<file path="config.mk">
export PLATFORM = sky130hd
export DESIGN_NAME = mpu_bus_bridge
export DESIGN_NICKNAME = d
export VERILOG_FILES = /design/src/rtl/mpu_bus_bridge_pkg.sv /design/src/rtl/mpu_bus_bridge_sync_ff.sv /design/src/rtl/mpu_bus_bridge.sv
export SDC_FILE = /design/constraint.sdc
export NUM_CORES = 1
export LEC_CHECK = 0
export CAP_MARGIN = 20
export CELL_PAD_IN_SITES_DETAIL_PLACEMENT = 0
export CELL_PAD_IN_SITES_GLOBAL_PLACEMENT = 2
export CORE_UTILIZATION = 32
export DETAILED_ROUTE_END_ITERATION = 10
export GPL_TIMING_DRIVEN = 0
export PLACE_DENSITY_LB_ADDON = 0.15
export RECOVER_POWER = 25
export SYNTH_ARGS = -nofsm -noshare
export SYNTH_HDL_FRONTEND = slang
export SYNTH_SLANG_ARGS = --single-unit
</file>
<file path="constraint.sdc">
create_clock -name clk -period 1.8 [get_ports clk]
set_input_delay 0.36 -clock clk [delete_from_list [all_inputs] [get_ports clk]]
set_output_delay 0.36 -clock clk [all_outputs]
set_load 0.005 [all_outputs]
</file>
<file path="src/rtl/mpu_bus_bridge_pkg.sv">
// Shared definitions for the MPU read-bus bridge: register map, STATUS bit
// positions, default ID and prefetch FSM states.
package mpu_bus_bridge_pkg;

    localparam int REG_STATUS = 0;
    localparam int REG_DATA   = 1;
    localparam int REG_COUNT  = 2;
    localparam int REG_ID     = 3;

    localparam int STAT_VALID    = 0;
    localparam int STAT_READY    = 1;
    localparam int STAT_UNDERRUN = 2;

    localparam int          COUNT_WIDTH       = 16;
    localparam logic [15:0] DEFAULT_BRIDGE_ID = 16'h0A51;

    typedef enum logic [2:0] {
        ST_IDLE  = 3'd0,
        ST_FETCH = 3'd1,
        ST_WAIT  = 3'd2,
        ST_LATCH = 3'd3,
        ST_HOLD  = 3'd4
    } fetch_state_e;

endpackage

</file>
<file path="src/rtl/mpu_bus_bridge_sync_ff.sv">
// Multi-flop synchronizer for one asynchronous strobe; resets to the
// strobe's idle (high) level so no false edge appears after reset.
module mpu_bus_bridge_sync_ff #(
    parameter int STAGES = 2
) (
    input  logic clk,
    input  logic rst,
    input  logic d,
    output logic q
);

    logic [STAGES-1:0] pipe_q;
    logic [STAGES-1:0] pipe_d;

    always_comb begin
        pipe_d = {pipe_q[STAGES-2:0], d};
    end

    always_ff @(posedge clk or posedge rst) begin
        if (rst) begin
            pipe_q <= '1;
        end else begin
            pipe_q <= pipe_d;
        end
    end

    assign q = pipe_q[STAGES-1];

endmodule

</file>
<file path="src/rtl/mpu_bus_bridge.sv">
// Slave bridge from the asynchronous MPU read bus to tag_data_buff: strobe
// synchronization, 4-register read map and a one-word prefetch buffer.
module mpu_bus_bridge
    import mpu_bus_bridge_pkg::*;
#(
    parameter int                    READ_WIDTH  = 16,
    parameter int                    ADDR_WIDTH  = 2,
    parameter int                    SYNC_STAGES = 2,
    parameter logic [READ_WIDTH-1:0] BRIDGE_ID   = READ_WIDTH'(DEFAULT_BRIDGE_ID)
) (
    input  logic                  clk,
    input  logic                  rst,
    input  logic                  mpu_cs_n,
    input  logic                  mpu_oe_n,
    input  logic [ADDR_WIDTH-1:0] mpu_addr,
    output logic [READ_WIDTH-1:0] mpu_data,
    output logic                  mpu_data_oe,
    output logic                  mpu_irq,
    input  logic                  buff_ready,
    input  logic [READ_WIDTH-1:0] buff_data,
    output logic                  buff_rd_ena
);

    localparam logic [ADDR_WIDTH-1:0] A_STATUS = ADDR_WIDTH'(REG_STATUS);
    localparam logic [ADDR_WIDTH-1:0] A_DATA   = ADDR_WIDTH'(REG_DATA);
    localparam logic [ADDR_WIDTH-1:0] A_COUNT  = ADDR_WIDTH'(REG_COUNT);
    localparam logic [ADDR_WIDTH-1:0] A_ID     = ADDR_WIDTH'(REG_ID);

    logic [1:0]             rst_pipe_q, rst_pipe_d;
    logic                   rst_int;
    logic                   cs_s, oe_s;
    logic                   oe_prev_q, oe_prev_d;
    logic                   rd_start, rd_done, pop_req;
    logic [ADDR_WIDTH-1:0]  addr_q, addr_d;
    logic                   data_hit_q, data_hit_d;
    logic                   underrun_q, underrun_d;
    logic                   valid_q, valid_d;
    logic [COUNT_WIDTH-1:0] count_q, count_d;
    logic [READ_WIDTH-1:0]  hold_q, hold_d;
    logic [READ_WIDTH-1:0]  mpu_data_q, mpu_data_d;
    logic                   mpu_data_oe_q, mpu_data_oe_d;
    logic [READ_WIDTH-1:0]  status, rd_mux;
    fetch_state_e           state_q, state_d;

    // Asserts with rst immediately, releases two clk edges after rst drops.
    always_comb begin
        rst_pipe_d = {rst_pipe_q[0], 1'b0};
    end

    always_ff @(posedge clk or posedge rst) begin
        if (rst) begin
            rst_pipe_q <= 2'b11;
        end else begin
            rst_pipe_q <= rst_pipe_d;
        end
    end

    assign rst_int = rst_pipe_q[1];

    mpu_bus_bridge_sync_ff #(.STAGES(SYNC_STAGES)) u_sync_cs (
        .clk (clk),
        .rst (rst_int),
        .d   (mpu_cs_n),
        .q   (cs_s)
    );

    mpu_bus_bridge_sync_ff #(.STAGES(SYNC_STAGES)) u_sync_oe (
        .clk (clk),
        .rst (rst_int),
        .d   (mpu_oe_n),
        .q   (oe_s)
    );

    assign rd_start = ~cs_s &  oe_prev_q & ~oe_s;
    assign rd_done  = ~cs_s & ~oe_prev_q &  oe_s;
    // Only a DATA access that actually returned the held word may pop it.
    assign pop_req  = rd_done & (addr_q == A_DATA) & data_hit_q;

    always_comb begin
        status                = '0;
        status[STAT_VALID]    = valid_q;
        status[STAT_READY]    = buff_ready;
        status[STAT_UNDERRUN] = underrun_q;
        rd_mux                = '0;
        case (mpu_addr)
            A_STATUS: rd_mux = status;
            A_DATA:   rd_mux = valid_q ? hold_q : '0;
            A_COUNT:  rd_mux = READ_WIDTH'(count_q);
            A_ID:     rd_mux = BRIDGE_ID;
            default:  rd_mux = '0;
        endcase
    end

    // NOTE: every signal this block writes gets a default first, so no path
    // leaves one unassigned and no latch is inferred.
    always_comb begin
        oe_prev_d     = oe_s;
        mpu_data_oe_d = ~cs_s & ~oe_s;
        addr_d        = addr_q;
        data_hit_d    = data_hit_q;
        mpu_data_d    = mpu_data_q;
        underrun_d    = underrun_q;
        if (rd_done && addr_q == A_STATUS) begin
            underrun_d = 1'b0;
        end
        if (rd_start) begin
            addr_d     = mpu_addr;
            mpu_data_d = rd_mux;
            data_hit_d = (mpu_addr == A_DATA) && valid_q;
            if (mpu_addr == A_DATA && !valid_q) begin
                underrun_d = 1'b1;
            end
        end
    end

    always_comb begin
        state_d     = state_q;
        hold_d      = hold_q;
        valid_d     = valid_q;
        count_d     = count_q;
        buff_rd_ena = 1'b0;
        case (state_q)
            ST_IDLE: begin
                valid_d = 1'b0;
                if (buff_ready) state_d = ST_FETCH;
            end
            ST_FETCH: begin
                buff_rd_ena = 1'b1;
                state_d     = ST_WAIT;
            end
            ST_WAIT: state_d = ST_LATCH;
            ST_LATCH: begin
                hold_d  = buff_data;
                valid_d = 1'b1;
                state_d = ST_HOLD;
            end
            ST_HOLD: begin
                if (pop_req) begin
                    count_d = count_q + 1'b1;
                    valid_d = 1'b0;
                    state_d = ST_IDLE;
                end
            end
            default: state_d = ST_IDLE;
        endcase
    end

    // NOTE: sequential state uses non-blocking assignments so every flop
    // samples pre-edge values regardless of statement order.
    always_ff @(posedge clk or posedge rst_int) begin
        if (rst_int) begin
            oe_prev_q     <= 1'b1;
            mpu_data_oe_q <= 1'b0;
            addr_q        <= '0;
            data_hit_q    <= 1'b0;
            mpu_data_q    <= '0;
            underrun_q    <= 1'b0;
            state_q       <= ST_IDLE;
            hold_q        <= '0;
            valid_q       <= 1'b0;
            count_q       <= '0;
        end else begin
            oe_prev_q     <= oe_prev_d;
            mpu_data_oe_q <= mpu_data_oe_d;
            addr_q        <= addr_d;
            data_hit_q    <= data_hit_d;
            mpu_data_q    <= mpu_data_d;
            underrun_q    <= underrun_d;
            state_q       <= state_d;
            hold_q        <= hold_d;
            valid_q       <= valid_d;
            count_q       <= count_d;
        end
    end

    assign mpu_data    = mpu_data_q;
    assign mpu_data_oe = mpu_data_oe_q;
    assign mpu_irq     = valid_q;

endmodule

</file>
# After elaboration in Yosys (flattened, before gate mapping)
# Index checks and enable logic that the tools add are counted.
word_totals:
  output_inout_bits: 19
  in_bits: 23
  elab_cells: 56
  regBits: 64
op_classes:
  eq_ne: 10
  add_sub_neg: 1
  bitwise: 10
  muxes: 11
  reduce_logical: 11
ops:
  columns: ["cell", "count"]
  rows:
  - ["$pmux W16 S4", 1]
  - ["$add A16 B1 Y16 const B", 1]
  - ["$mux W16", 1]
  - ["$pmux W3 S5", 1]
  - ["$and A1 B1 Y1", 7]
  - ["$eq A3 B2 Y1 const B", 2]
  - ["$mux W3", 2]
  - ["$reduce_and A2 Y1", 3]
  - ["$mux W1", 5]
  - ["$eq A2 B1 Y1 const B", 2]
  - ["$eq A2 B2 Y1 const B", 2]
  - ["$logic_not A2 Y1", 2]
  - ["$ne A2 B2 Y1 const B", 2]
  - ["$eq A3 B1 Y1 const B", 1]
  - ["$eq A3 B3 Y1 const B", 1]
  - ["$logic_and A1 B1 Y1", 3]
  - ["$logic_not A3 Y1", 1]
  - ["$not A1 Y1", 3]
  - ["$pmux W1 S3", 1]
  - ["$reduce_bool A3 Y1", 1]
  - ["$logic_not A1 Y1", 1]

# Logic depth before layout (Yosys ltp)
depth:
  word_depth: 7
  mapped_depth: 6
  mapped_depth_nobuf: 5

# By module
# Synthesis repeated with hierarchy kept, for this count alone.
hier_totals:
  hier_cells: 218
  hier_area_um2: 2650.0
modules_own_cells:
  columns: ["module", "area_each_um2", "seq_area_each_um2", "n_inst", "cells_per_inst"]
  rows:
  - ["mpu_bus_bridge", 2537.4, 1505.2, 1, 212]
  - ["mpu_bus_bridge_sync_ff", 56.3, 52.6, 2, 3]

# Worst setup path before layout
# OpenSTA, ideal clock, no wires.
synth_path:
  kind: "register -> register"
  start: "register u_sync_oe.pipe_q[1]"
  end: "register count_q[14]"
  slack_ns: -0.065
  path_buffers: 0
  setup_ns: 0.079
  synth_period_minus_slack_ns: 1.865
  stages_incl_launch_ff: 5
  required_ns: 1.721
  arrival_time_ns: 1.785
  path_cell_list: "dfstp_2 > or4b_4 > nor4_4 > nor4b_4 > xor2_1"
synth_via:
  elab_chain_cells: 4
synth_lines:
  columns: ["element", "line_no", "source"]
  rows:
  - ["start: declaration", "mpu_bus_bridge_sync_ff.sv:12", "logic [STAGES-1:0] pipe_q;"]
  - ["start signal: assignment", "mpu_bus_bridge_sync_ff.sv:23", "pipe_q <= pipe_d;"]
  - ["$and A1 B1 Y1", "mpu_bus_bridge.sv:75", "assign rd_done = ~cs_s & ~oe_prev_q & oe_s;"]
  - ["$and A1 B1 Y1 (2 in a row)", "mpu_bus_bridge.sv:77", "assign pop_req = rd_done & (addr_q == A_DATA) & data_hit_q;"]
  - ["$reduce_and A2 Y1 (no line)", null, null]
  - ["end signal: assignment", "mpu_bus_bridge.sv:172", "count_q <= count_d;"]
  - ["end: declaration", "mpu_bus_bridge.sv:38", "logic [COUNT_WIDTH-1:0] count_q, count_d;"]
# No other way between the ends.
# A chain may end at the register's enable or synchronous reset.

# Final worst setup path
layout_path:
  start: "register u_sync_oe.pipe_q[1]"
  end: "register count_q[13]"
# Same word-level chain as after synthesis.

==> flow_metrics.env <==
export IMPL_status="finished, violations left"
export IMPL_violations="negative setup slack"
export IMPL_gp_congestion=0.728
export IMPL_vias_per_cell=4.85
export IMPL_rows=32
export IMPL_utilization_pct=45.2
export IMPL_diodes=0
export IMPL_ys_seq_area_share_pct=60.3
export IMPL_dp_final_hpwl_mm=4.08
export IMPL_synthToLayoutAreaGrowth_pct=33.6
export IMPL_synth_edff_count=0
export IMPL_crit_required_ps=2060
export IMPL_cts_hold_fix_buffers=0
export IMPL_crit_fanout=6
export IMPL_drive_above_1_share_pct=24.2
export IMPL_r2r_end="count_q[13]$_DFFE_PP0P_"
export IMPL_die_w_um=93.3
export IMPL_cts_htree_levels=3
export IMPL_root_buffer="clkbuf_8"
export IMPL_setup_slack_ps=-87.4
export IMPL_synthArstFlopShare_pct=100
export IMPL_relSlewSlack_pct=45.1
export IMPL_synth_top_family_by_area="simple AND/OR/NAND/NOR gates"
export IMPL_tightest_slew_ps=821
export IMPL_tritoncts="done"
export IMPL_yosysUniqueCellTypes=35
export IMPL_cts_sinks=64
export IMPL_rr_startpoint="u_sync_oe.pipe_q[1]$_DFF_PP1_"
export IMPL_total_power_mw=4.24
export IMPL_yosysTopAreaCellShare_pct=53.4
export IMPL_ff2ff_path_depth=6
export IMPL_clkLatencyLatePin_ps=340
export IMPL_drc_errors=0
export IMPL_fin_crit_sh_pct=105
export IMPL_holdPathStages=0
export IMPL_power_leakage_nw=1.56
export IMPL_die_h_um=93.3
export IMPL_grt_pass1_wl_mm=10.3
export IMPL_min_path_type="flop to flop"
export IMPL_grtUsageTotal_pct=16.2
export IMPL_grt_max_degree=37
export IMPL_dieArea_sq_mm=0.00871
export IMPL_synth_area_sq_mm=0.00267
export IMPL_initial_core_util_pct=33.8
export IMPL_synth_warnings=0
export IMPL_period_needed_ps=1890
export IMPL_n_fill_cell=773
export IMPL_synthFlopType="dfrtp_1"
export IMPL_yosys_area_top_type="dfrtp_1"
export IMPL_synth_xor_area_share_pct=5.25
export IMPL_finClkSkew_ps=7.77
export IMPL_final_max_slew_viol_count=0
export IMPL_critPathArrivalTime_ps=2140
export IMPL_synth_simple_area_share_pct=13.5
export IMPL_cap_violations=0
export IMPL_mostFrequentLayoutCell="dfrtp_1"
export IMPL_core_area_sq_mm=0.00789
export IMPL_cts_path_max_buffers=2
export IMPL_synth_area_leaders="dfrtp_1, mux2_2, dfstp_2"
export IMPL_startpoint_type="flop"
export IMPL_drtPass1Iterations=4
export IMPL_synth_nets=247
export IMPL_drt_initial_drc_count=49
export IMPL_rsz0062_at_grt="yes"
export IMPL_synth_compound_area_share_pct=9.61
export IMPL_grt_pass1_vias=1865
export IMPL_route_vias_total=1876
export IMPL_synthAdderAreaFrac_pct=0.469
export IMPL_grt_antenna_before_repair=0
export IMPL_io_buffers=41
export IMPL_numCtsBuffers=9
export IMPL_hold_end="u_sync_cs.pipe_q[1]$_DFF_PP1_"
export IMPL_reg2reg_slack_ps=-90
export IMPL_clk_pin_slew_worst_paths_ps=70
export IMPL_globalRoute_totalOverflow=0
export IMPL_io_pins=42
export IMPL_vdd_ir_drop_max_mv=0.417
export IMPL_hp_start="u_sync_cs.pipe_q[0]$_DFF_PP1_"
export IMPL_hold_violations=0
export IMPL_critPathKind="flop to flop"
export IMPL_synth_area_mux_share_pct=8.44
export IMPL_ys_seq_elements=64
export IMPL_nNetsFinal=304
export IMPL_final_cell_mix="dfrtp_1, clkdlybuf4s50_1, nand2_1, mux2_2, o21ai_0"
export IMPL_ant_nets=0
export IMPL_setup_violations=8
export IMPL_fmax_mhz=530
export IMPL_wl_per_cell_um=16.1
export IMPL_syn_inst=223
export IMPL_powerDensity_mw_per_mm2=1190
export IMPL_cp_end_kind="flop"
export IMPL_syn_avg_cell_area_sq_um=12.0
export IMPL_wirelength_mm=6.21
==> repair_timing <==
action,CTS,global route
setup buffers,5,0
gates resized for setup,15,13
setup endpoints to repair,33,27
pin swaps,5,4
==> layout make-up <==
cell class	count	area [sq um]	area share (%)
flip-flops and latches	64	1610	45.2
inverters	4	18.8	0.526
repair buffers	47	469	13.2
clock buffers	13	149	4.18
plain buffers	10	60.1	1.68
well taps	102	128	3.58
clock inverters	3	65.1	1.82
multi-input cells	144	1070	29.9
==> registers in the layout, indices dropped and copies added, names as in the netlist <==
signal / flops
state_q: 3
oe_prev_q: 1
hold_q: 16
underrun_q: 1
mpu_irq: 1
rst_pipe_q: 2
data_hit_q: 1
addr_q: 2
mpu_data: 16
count_q: 16
mpu_data_oe: 1
u_sync_oe.pipe_q: 2
u_sync_cs.pipe_q: 2
==> where the power goes <==
group | total (mW) | switching [mW] | internal [mW]
logic | 0.943 | 0.396 | 0.547
clock network | 1.36 | 0.543 | 0.818
registers | 1.94 | 0.178 | 1.76
==> cell families after synthesis <==
kind of cell,after synthesis
adder cells (fa/ha/maj),1
buffers and inverters,15
AND/OR/NAND/NOR,65
AO/OA/AOI/OAI,41
flip-flops,64
other,1
multiplexers,20
XOR/XNOR,16
==> synth_stat cells, drive strengths merged, types with 3 or more instances <==
master  number
a21oi        4
a22oi       11
clkbuf       9
dfrtp       57
dfstp        7
inv          4
mux2        20
nand2       26
nand4        6
nor2        12
nor3         3
o21ai       18
o31ai        4
xnor2       10
xor2         6
==> worst max path at each step <==
stage | depth (start not counted) | slack (ps) | startpoint | to
final | 6 | -90 | u_sync_oe.pipe_q[1]$_DFF_PP1_ | count_q[13]$_DFFE_PP0P_
after global routing | 6 | -150 | u_sync_oe.pipe_q[1]$_DFF_PP1_ | count_q[5]$_DFFE_PP0P_
after CTS | 5 | -170 | u_sync_oe.pipe_q[1]$_DFF_PP1_ | count_q[6]$_DFFE_PP0P_
after detailed placement | 7 | -870 | mpu_addr[0] | mpu_data[12]$_DFFE_PP0P_
after global placement | 7 | -870 | mpu_addr[0] | mpu_data[5]$_DFFE_PP0P_
after floorplan | 3 | 50 | u_sync_oe.pipe_q[1]$_DFF_PP1_ | count_q[1]$_DFFE_PP0P_
==> critical path, cell delays in order, from the launching register on <==
cell	delay, ps
dfstp_2	530
or4b_4	510
buf_6	150
nand4bb_4	200
buf_8	170
nor3_4	120
xnor2_1	130
==> routing by layer <==
layer  routed length [um]  global-route usage [%]  up-vias
met3                  217                    5.20        6
met1                 3070                    22.6      937
li1                     -                       -      903
met4                   78                    4.62        0
met5                    0                       0        -
met2                 2850                    24.0       30
==> through the flow <==
stage | TNS [ps] | instances | setup WS [ps] | area, sq um | hold slack (ps)
2_1_floorplan | 0 | 223 | 48.2 | 2680 | 272
3_3_place_gp | -14020 | 366 | -875 | 3220 | 346
3_5_place_dp | -14470 | 367 | -875 | 3240 | 347
4_1_cts | -1440 | 387 | -169 | 3530 | 323
5_1_grt | -1130 | 387 | -152 | 3570 | 360
6_report | -397 | 387 | -87.4 | 3570 | 356
(Power assumes the default switching activity.)
